File: src/rtl/app_stat_pkg.sv
// -----------------------------------------------------------------------------
// app_stat_pkg
//   Shared register map, CTRL bit positions, per-channel block layout and
//   small helpers for the app_stat_csr statistics block.
// -----------------------------------------------------------------------------
package app_stat_pkg;

  // Global registers (byte offsets from BASE_ADDR)
  localparam logic [31:0] OFF_APP_TYPE = 32'h0000_0000;
  localparam logic [31:0] OFF_APP_VER  = 32'h0000_0004;
  localparam logic [31:0] OFF_CHANNELS = 32'h0000_0008;
  localparam logic [31:0] OFF_SCRATCH  = 32'h0000_000C;
  localparam logic [31:0] OFF_CTRL     = 32'h0000_0010;
  localparam logic [31:0] OFF_CH_EN    = 32'h0000_0014;

  // CTRL write-one pulse bits
  localparam int unsigned CTRL_SNAP_BIT = 0;
  localparam int unsigned CTRL_CLR_BIT  = 1;

  // Per-channel block: CH_BASE + n*CH_STRIDE
  localparam logic [31:0] CH_BASE    = 32'h0000_0100;
  localparam logic [31:0] CH_STRIDE  = 32'h0000_0020;
  localparam int unsigned CH_SHIFT   = 5;
  localparam logic [31:0] CH_PKT_LO  = 32'h0000_0000;
  localparam logic [31:0] CH_PKT_HI  = 32'h0000_0004;
  localparam logic [31:0] CH_BYTE_LO = 32'h0000_0008;
  localparam logic [31:0] CH_BYTE_HI = 32'h0000_000C;

  // Decoded register access: hit = inside the block's window,
  // off = word-aligned byte offset from the base.
  typedef struct packed {
    logic        hit;
    logic [31:0] off;
  } win_dec_t;

  function automatic win_dec_t win_decode(input logic [31:0] addr,
                                          input logic [31:0] base,
                                          input logic [31:0] size);
    win_dec_t r;
    logic [31:0] diff;
    diff  = addr - base;
    r.hit = (addr >= base) && (diff < size);
    r.off = {diff[31:2], 2'b00};
    return r;
  endfunction

  // Byte-lane merge of a 32-bit write into an existing value.
  function automatic logic [31:0] strb_merge(input logic [31:0] old_v,
                                             input logic [31:0] new_v,
                                             input logic [3:0]  strb);
    logic [31:0] r;
    r = old_v;
    for (int b = 0; b < 4; b++)
      if (strb[b]) r[b*8 +: 8] = new_v[b*8 +: 8];
    return r;
  endfunction

endpackage

File: src/rtl/app_keep_popcnt.sv
// -----------------------------------------------------------------------------
// app_keep_popcnt
//   Combinational population count of one channel's tkeep.
//   keep_i : tkeep bits of one channel
//   cnt_o  : number of set bits (0..KEEP_WIDTH)
// -----------------------------------------------------------------------------
module app_keep_popcnt #(
  parameter int unsigned KEEP_WIDTH = 64
) (
  input  logic [KEEP_WIDTH-1:0]         keep_i,
  output logic [$clog2(KEEP_WIDTH+1)-1:0] cnt_o
);

  localparam int unsigned CW = $clog2(KEEP_WIDTH+1);

  always_comb begin
    cnt_o = '0;
    for (int i = 0; i < KEEP_WIDTH; i++)
      cnt_o = cnt_o + CW'(keep_i[i]);
  end

endmodule

File: src/rtl/app_stat_csr.sv
// -----------------------------------------------------------------------------
// app_stat_csr
//   Per-channel AXI-stream packet/byte statistics with a simple register port.
//   Live counters run continuously; SNAP copies them to shadows (what the bus
//   reads), CLR zeroes the live set.
//
//   clk, rst                 : clock, synchronous active-high reset
//   mon_tkeep/tvalid/tready/
//   mon_tlast                : monitored stream taps, channel n at lane n
//   ch_en                    : per-channel enable mask (RW register)
//   reg_wr_* / reg_rd_*      : register write/read ports; one-cycle ack,
//                              read data zero when not acked (OR-able bus)
// -----------------------------------------------------------------------------
module app_stat_csr
  import app_stat_pkg::*;
#(
  parameter int unsigned               CHANNELS       = 4,
  parameter int unsigned               KEEP_WIDTH     = 64,
  parameter int unsigned               CNT_WIDTH      = 64,
  parameter int unsigned               REG_ADDR_WIDTH = 16,
  parameter int unsigned               REG_DATA_WIDTH = 32,
  parameter logic [REG_ADDR_WIDTH-1:0] BASE_ADDR      = 16'h0000,
  parameter logic [31:0]               APP_TYPE       = 32'h0102_0304,
  parameter logic [31:0]               APP_VER        = 32'h0000_0200
) (
  input  logic                           clk,
  input  logic                           rst,
  input  logic [CHANNELS*KEEP_WIDTH-1:0] mon_tkeep,
  input  logic [CHANNELS-1:0]            mon_tvalid,
  input  logic [CHANNELS-1:0]            mon_tready,
  input  logic [CHANNELS-1:0]            mon_tlast,
  output logic [CHANNELS-1:0]            ch_en,
  input  logic [REG_ADDR_WIDTH-1:0]      reg_wr_addr,
  input  logic [REG_DATA_WIDTH-1:0]      reg_wr_data,
  input  logic [3:0]                     reg_wr_strb,
  input  logic                           reg_wr_en,
  output logic                           reg_wr_wait,
  output logic                           reg_wr_ack,
  input  logic [REG_ADDR_WIDTH-1:0]      reg_rd_addr,
  input  logic                           reg_rd_en,
  output logic                           reg_rd_wait,
  output logic                           reg_rd_ack,
  output logic [REG_DATA_WIDTH-1:0]      reg_rd_data
);

  if (REG_DATA_WIDTH != 32) begin : g_bad_dw
    $error("app_stat_csr: REG_DATA_WIDTH must be 32");
  end
  if (CHANNELS < 1 || CHANNELS > 16) begin : g_bad_ch
    $error("app_stat_csr: CHANNELS must be 1..16");
  end
  if (CNT_WIDTH < 8 || CNT_WIDTH > 64) begin : g_bad_cw
    $error("app_stat_csr: CNT_WIDTH must be 8..64");
  end

  localparam int unsigned PCW      = $clog2(KEEP_WIDTH+1);
  localparam logic [31:0] WIN_SIZE = CH_BASE + 32'(CHANNELS) * CH_STRIDE;

  // ---------------------------------------------------------------------------
  // Address decode
  // ---------------------------------------------------------------------------
  win_dec_t wr_dec, rd_dec;
  assign wr_dec = win_decode(32'(reg_wr_addr), 32'(BASE_ADDR), WIN_SIZE);
  assign rd_dec = win_decode(32'(reg_rd_addr), 32'(BASE_ADDR), WIN_SIZE);

  logic wr_ack_q, rd_ack_q;
  logic wr_fire, rd_fire;
  // The !ack term gives a single ack per request even if en is held.
  assign wr_fire = reg_wr_en && wr_dec.hit && !wr_ack_q;
  assign rd_fire = reg_rd_en && rd_dec.hit && !rd_ack_q;

  logic snap, clr;
  assign snap = wr_fire && (wr_dec.off == OFF_CTRL) && reg_wr_data[CTRL_SNAP_BIT];
  assign clr  = wr_fire && (wr_dec.off == OFF_CTRL) && reg_wr_data[CTRL_CLR_BIT];

  // ---------------------------------------------------------------------------
  // RW registers
  // ---------------------------------------------------------------------------
  logic [31:0]         scratch_q, scratch_d;
  logic [CHANNELS-1:0] ch_en_q, ch_en_d;

  always_comb begin
    scratch_d = scratch_q;
    ch_en_d   = ch_en_q;
    if (wr_fire) begin
      case (wr_dec.off)
        OFF_SCRATCH: scratch_d = strb_merge(scratch_q, reg_wr_data, reg_wr_strb);
        // Bits above CHANNELS fall off in the narrowing cast.
        OFF_CH_EN:   ch_en_d   = CHANNELS'(strb_merge(32'(ch_en_q), reg_wr_data, reg_wr_strb));
        default: ;
      endcase
    end
  end

  // ---------------------------------------------------------------------------
  // Per-channel live counters and shadows
  // ---------------------------------------------------------------------------
  logic [CHANNELS-1:0][CNT_WIDTH-1:0] pkt_q, pkt_d, byte_q, byte_d;
  logic [CHANNELS-1:0][CNT_WIDTH-1:0] pkt_sh_q, byte_sh_q;
  logic [CHANNELS-1:0][63:0]          pkt_x, byte_x;
  logic [CHANNELS-1:0]                beat;

  for (genvar n = 0; n < CHANNELS; n++) begin : g_ch
    logic [PCW-1:0] keep_cnt;

    app_keep_popcnt #(.KEEP_WIDTH(KEEP_WIDTH)) u_popcnt (
      .keep_i (mon_tkeep[n*KEEP_WIDTH +: KEEP_WIDTH]),
      .cnt_o  (keep_cnt)
    );

    assign beat[n] = mon_tvalid[n] & mon_tready[n];
    // CLR wins over a coincident beat so the counter reads exactly zero.
    assign pkt_d[n]  = clr ? '0 : pkt_q[n] + CNT_WIDTH'(beat[n] & mon_tlast[n]);
    assign byte_d[n] = clr ? '0 : byte_q[n] + (beat[n] ? CNT_WIDTH'(keep_cnt) : '0);

    assign pkt_x[n]  = 64'(pkt_sh_q[n]);
    assign byte_x[n] = 64'(byte_sh_q[n]);
  end

  // ---------------------------------------------------------------------------
  // Read mux
  // ---------------------------------------------------------------------------
  logic [31:0] rd_word, ch_off, ch_sel;

  always_comb begin
    rd_word = '0;
    ch_off  = rd_dec.off - CH_BASE;
    ch_sel  = ch_off >> CH_SHIFT;
    case (rd_dec.off)
      OFF_APP_TYPE: rd_word = APP_TYPE;
      OFF_APP_VER:  rd_word = APP_VER;
      OFF_CHANNELS: rd_word = 32'(CHANNELS);
      OFF_SCRATCH:  rd_word = scratch_q;
      OFF_CH_EN:    rd_word = 32'(ch_en_q);
      default: ;
    endcase
    if (rd_dec.off >= CH_BASE) begin
      for (int n = 0; n < CHANNELS; n++) begin
        if (ch_sel == 32'(n)) begin
          case (ch_off & (CH_STRIDE - 32'd1))
            CH_PKT_LO:  rd_word = pkt_x[n][31:0];
            CH_PKT_HI:  rd_word = pkt_x[n][63:32];
            CH_BYTE_LO: rd_word = byte_x[n][31:0];
            CH_BYTE_HI: rd_word = byte_x[n][63:32];
            default: ;
          endcase
        end
      end
    end
  end

  // ---------------------------------------------------------------------------
  // State
  // ---------------------------------------------------------------------------
  logic [31:0] rd_data_q;

  always_ff @(posedge clk) begin
    if (rst) begin
      wr_ack_q  <= 1'b0;
      rd_ack_q  <= 1'b0;
      rd_data_q <= '0;
      scratch_q <= '0;
      ch_en_q   <= '1;
      pkt_q     <= '0;
      byte_q    <= '0;
      pkt_sh_q  <= '0;
      byte_sh_q <= '0;
    end else begin
      wr_ack_q  <= wr_fire;
      rd_ack_q  <= rd_fire;
      rd_data_q <= rd_fire ? rd_word : '0;
      scratch_q <= scratch_d;
      ch_en_q   <= ch_en_d;
      pkt_q     <= pkt_d;
      byte_q    <= byte_d;
      // Shadows take the register values, i.e. before any same-edge CLR.
      if (snap) begin
        pkt_sh_q  <= pkt_q;
        byte_sh_q <= byte_q;
      end
    end
  end

  assign ch_en       = ch_en_q;
  assign reg_wr_ack  = wr_ack_q;
  assign reg_rd_ack  = rd_ack_q;
  assign reg_rd_data = rd_data_q;
  assign reg_wr_wait = 1'b0;
  assign reg_rd_wait = 1'b0;

endmodule

File: config.mk
export PLATFORM = sky130hd
export DESIGN_NAME = app_stat_csr
export DESIGN_NICKNAME = d
export VERILOG_FILES = /design/src/rtl/app_stat_pkg.sv /design/src/rtl/app_keep_popcnt.sv /design/src/rtl/app_stat_csr.sv
export SDC_FILE = /design/constraint.sdc
export NUM_CORES = 2
export LEC_CHECK = 0
export CORE_MARGIN = 1
export CORE_UTILIZATION = 55
export DETAILED_ROUTE_END_ITERATION = 8
export HOLD_SLACK_MARGIN = 0.1
export PLACE_DENSITY = 0.78
export SYNTH_ARGS = -nofsm -noshare
export SYNTH_HDL_FRONTEND = slang
export SYNTH_SLANG_ARGS = --single-unit
File: constraint.sdc
create_clock -name clk -period 10.8 [get_ports clk]
set_clock_uncertainty 0.15 [all_clocks]
set_input_delay 1.62 -clock clk [delete_from_list [all_inputs] [get_ports clk]]
set_output_delay 1.62 -clock clk [all_outputs]
set_load 0.02 [all_outputs]
==> run metrics <==
effective utilization at floorplan ~56%; status completed; Post-Place Setup Slack about 0.48 ns; fin nets approximately 7,600; predominant post-synthesis flop cell dfxtp_1; Min-Delay Path Class reg -> reg; peak ir drop on the vdd network roughly 0.47 mV; total of warnings raised by yosys 0; post-CTS setup buffer count 0; top-level port count between 300 and 400; Synth-to-Final Area Change 15.22%; Setup crit start kind input port; worst setup path endpoint byte_q[187]$_SDFF_PP0_; DRT Wirelength about 160,000 µm; clock tree from TritonCTS built; count of antenna diodes in the layout 0; sequential cell area fraction in the yosys report 39.40%; Clk Latency, worst-skew pair ~0.73 ns; worst hold margin around 0.28 ns; number of setup violations in the final report 0; Net Sw Power 5.932 mW; unique cell type count in the Yosys netlist 75; share of power burned in the clock network 26.1%; Post-Syn Area roughly 0.056 mm²; initial antenna violation count 3; relative contribution of combinational cells to total power 48.1%; Net Sw Frac between 30% and 40%; WL per Instance approximately 20 µm; clock transition at the registers of the reported paths 0.06 ns; sequential fraction of design power between 20 and 30%; instance area at placement approximately 0.060 mm²; number of buffers created by CTS around 110; CTS root buffer clkbuf_16; crit path setup slack, layout roughly 1.2 ns; number of routed nets with antenna violations 0; EDFF count, synth 0; number of clock sinks ~1,100; area of the core region roughly 0.1 mm²; remaining max-slew budget at the tightest pin a little under an eighth; leak pwr between 20 and 25 nW; global-route wire length before repair approximately 260,000 µm; CP Data Arrival Time between 10 and 15 ns; highest clock frequency the design can meet approximately 100 MHz; grt total ovfl 0; max-slew violation count 0; pin count of the biggest net entering global routing 242; worst setup path start mon_tkeep[128]; flop-to-flop setup slack about 7 ns; die width between 300 and 400 µm; GR Util All Layers ~31%; Avg Vias per Cell between 6 and 7; Synth async-reset ratio 0%; cell depth of the worst flop-to-flop path 8; element type at the critical path end flop; power density cells ~250 mW/mm²; number of cells upsized or downsized after cts 0; delay of the slowest cell on the worst path around 0.74 ns; number of rows created at floorplan between 100 and 150; critical path's most frequent cell fa_1; Period Utilization, post-route about nine tenths; endpoint of the worst register-to-register path pkt_q[240]$_SDFF_PP0_; origin of the critical flop-to-flop path pkt_q[192]$_SDFF_PP0_; type of the worst setup path in -> reg; via count between 50,000 and 60,000; Fin Setup TNS 0 ns; vias in the first global route about 46,000; Detailed Place HPWL 113,600 µm; GP Congestion 0.9299; Post-Synthesis Cells approximately 6,800; mean post-synth cell area between 8 and 9 µm²; share of post-route cells with drive strength above 1 roughly 5%; top post-synthesis cells by area dfxtp_1 39%, nand2_1 8.9%, fa_1 7.9%; hold-fix buffer count after cts 0; I/O Buffers roughly 370; number of buffers between clock root and the deepest sink 3; Maximum Capacitance Violations 0; # H-tree levels 3; Final Hold Fails 0; highest fanout seen on the critical path 15; Least-Margin Pin Slew 1.310 ns; fraction of synthesized cell area taken by the top area cell type between 30% and 40%; leading area contributor after synthesis dfxtp_1; slowest cell on the critical path or4_1; post-route cell area about 0.064 mm²; minimum clock period after layout 9.609 ns; violation count after the first detailed-routing iteration around 5,400; Power, Total roughly 16 mW; 1st-pass router iterations 8; required time at the endpoint of the critical path about 11 ns; chip height around 320 µm; Internal Pwr Total 9.993 mW; area of the die slightly above 0.1 mm²; # DRC 0; setup repair after global routing missed its margin no; number of synthesized register bits between 1,000 and 1,500
-- stage by stage --
step           util, %  std cells
6_report         63.96       8333
5_1_grt          63.96       8333
3_5_place_dp     59.94       8122
4_1_cts          63.96       8333
2_1_floorplan        -       6792
3_3_place_gp     59.94       8122
-- cell usage in the layout (no fill, tap or decap), types with 158 or more instances in the layout --
cell type / netlist / layout
nand4_1: 158 / 158
a21oi_1: 778 / 775
dfxtp_1: 1094 / 1094
nand2_1: 1316 / 1316
nand3_1: 163 / 162
a22oi_1: 184 / 184
nor2_1: 446 / 446
fa_1: 220 / 220
xnor2_1: 203 / 203
inv_1: 450 / 450
clkdlybuf4s50_1: 0 / 371
-- critical path: cells and delay by family --
kind | cells | cell delay [ns]
fa+ha+maj | 11 | 4.89
buf+inv | 5 | 0.68
compound gates | 6 | 0.98
simple gates | 6 | 1.91
-- state kept, by name, summed over array words and instances (netlist names) --
signal / cells
byte_sh_q: 256
ch_en: 4
reg_wr_ack: 1
reg_rd_data: 32
scratch_q: 32
reg_rd_ack: 1
pkt_sh_q: 256
byte_q: 256
pkt_q: 256
-- synth_stat cells (all sizes together), types with 8 or more instances --
library cell     n
or3             79
a211oi           9
o21ai          140
and2            46
or4             64
o21a            20
ha             103
nor3b            9
clkbuf         312
nor3            94
inv            450
nand2b          17
xnor2          203
a31oi           38
nand2         1316
a21o            19
mux2i           37
o221a           23
a22oi          184
nor4           102
a221oi          41
o31ai           47
nand4          159
dfxtp         1094
o211ai          33
xor2           151
a21boi           9
buf            103
nor4b           16
fa             220
a21oi          778
a31o            13
and3            75
nor2           446
nand3          164
a22o            17
nor2b           19
or2              8
and4            55
-- power by group through the flow --
| stage | clock (mW) | combinational, mW | sequential, mW |
|---|---|---|---|
| after CTS | 4.18 | 7.75 | 4.10 |
| after floorplan | 0 | 6.02 | 4.18 |
| after global routing | 4.36 | 8.95 | 4.10 |
| after global placement | 0 | 7.34 | 4.19 |
| after detailed placement | 0 | 7.67 | 4.19 |
| final | 4.16 | 7.66 | 4.10 |
-- final cells by class --
| cell class | count | area (µm²) |
|---|---|---|
| Fill cell | 8253 | 36090 |
| Multi-Input combinational cell | 4832 | 30420 |
| Sequential cell | 1094 | 21900 |
| Timing Repair Buffer | 447 | 4389 |
| Clock buffer | 161 | 3329 |
| Inverter | 451 | 1693 |
| Tap cell | 1298 | 1624 |
| Clock inverter | 50 | 693.2 |
-- per-layer routing --
layer / vias up / GRT usage (%) / share of wire (%)
met5: - / 0 / 0.016
met2: 2128 / 48.36 / 45
li1: 23440 / - / -
met4: 4 / 12.66 / 4.2
met1: 24080 / 42.67 / 42
met3: 347 / 6.035 / 9.3
-- worst min path at each step --
stage	startpoint	to	slack, ns	cells past startpoint
global placement	pkt_sh_q[163]$_SDFFE_PP0P_	pkt_sh_q[163]$_SDFFE_PP0P_	0.29	2
finish	byte_q[3]$_SDFF_PP0_	byte_sh_q[3]$_SDFFE_PP0P_	0.28	2
CTS	byte_q[3]$_SDFF_PP0_	byte_sh_q[3]$_SDFFE_PP0P_	0.29	2
floorplan	pkt_sh_q[128]$_SDFFE_PP0P_	pkt_sh_q[128]$_SDFFE_PP0P_	0.28	2
global route	pkt_sh_q[221]$_SDFFE_PP0P_	pkt_sh_q[221]$_SDFFE_PP0P_	0.32	2
detailed placement	byte_sh_q[193]$_SDFFE_PP0P_	byte_sh_q[193]$_SDFFE_PP0P_	0.29	2
-- logic make-up (layout without fill, tap and decap cells) --
logic type               count (synthesis)  in the layout  synth area share (%)
AO/OA/AOI/OAI                         1420           1420                 15.36
XOR/XNOR                               354            354                 5.577
adder cells (fa/ha/maj)                323            323                 10.24
buffers and inverters                  866           1109                 6.054
flip-flops                            1094           1094                 39.40
multiplexers                            44             44                0.9498
other                                    1              2              0.006746
AND/OR/NAND/NOR                       2689           2689                 22.41
Power figures use the tool's default switching activity.
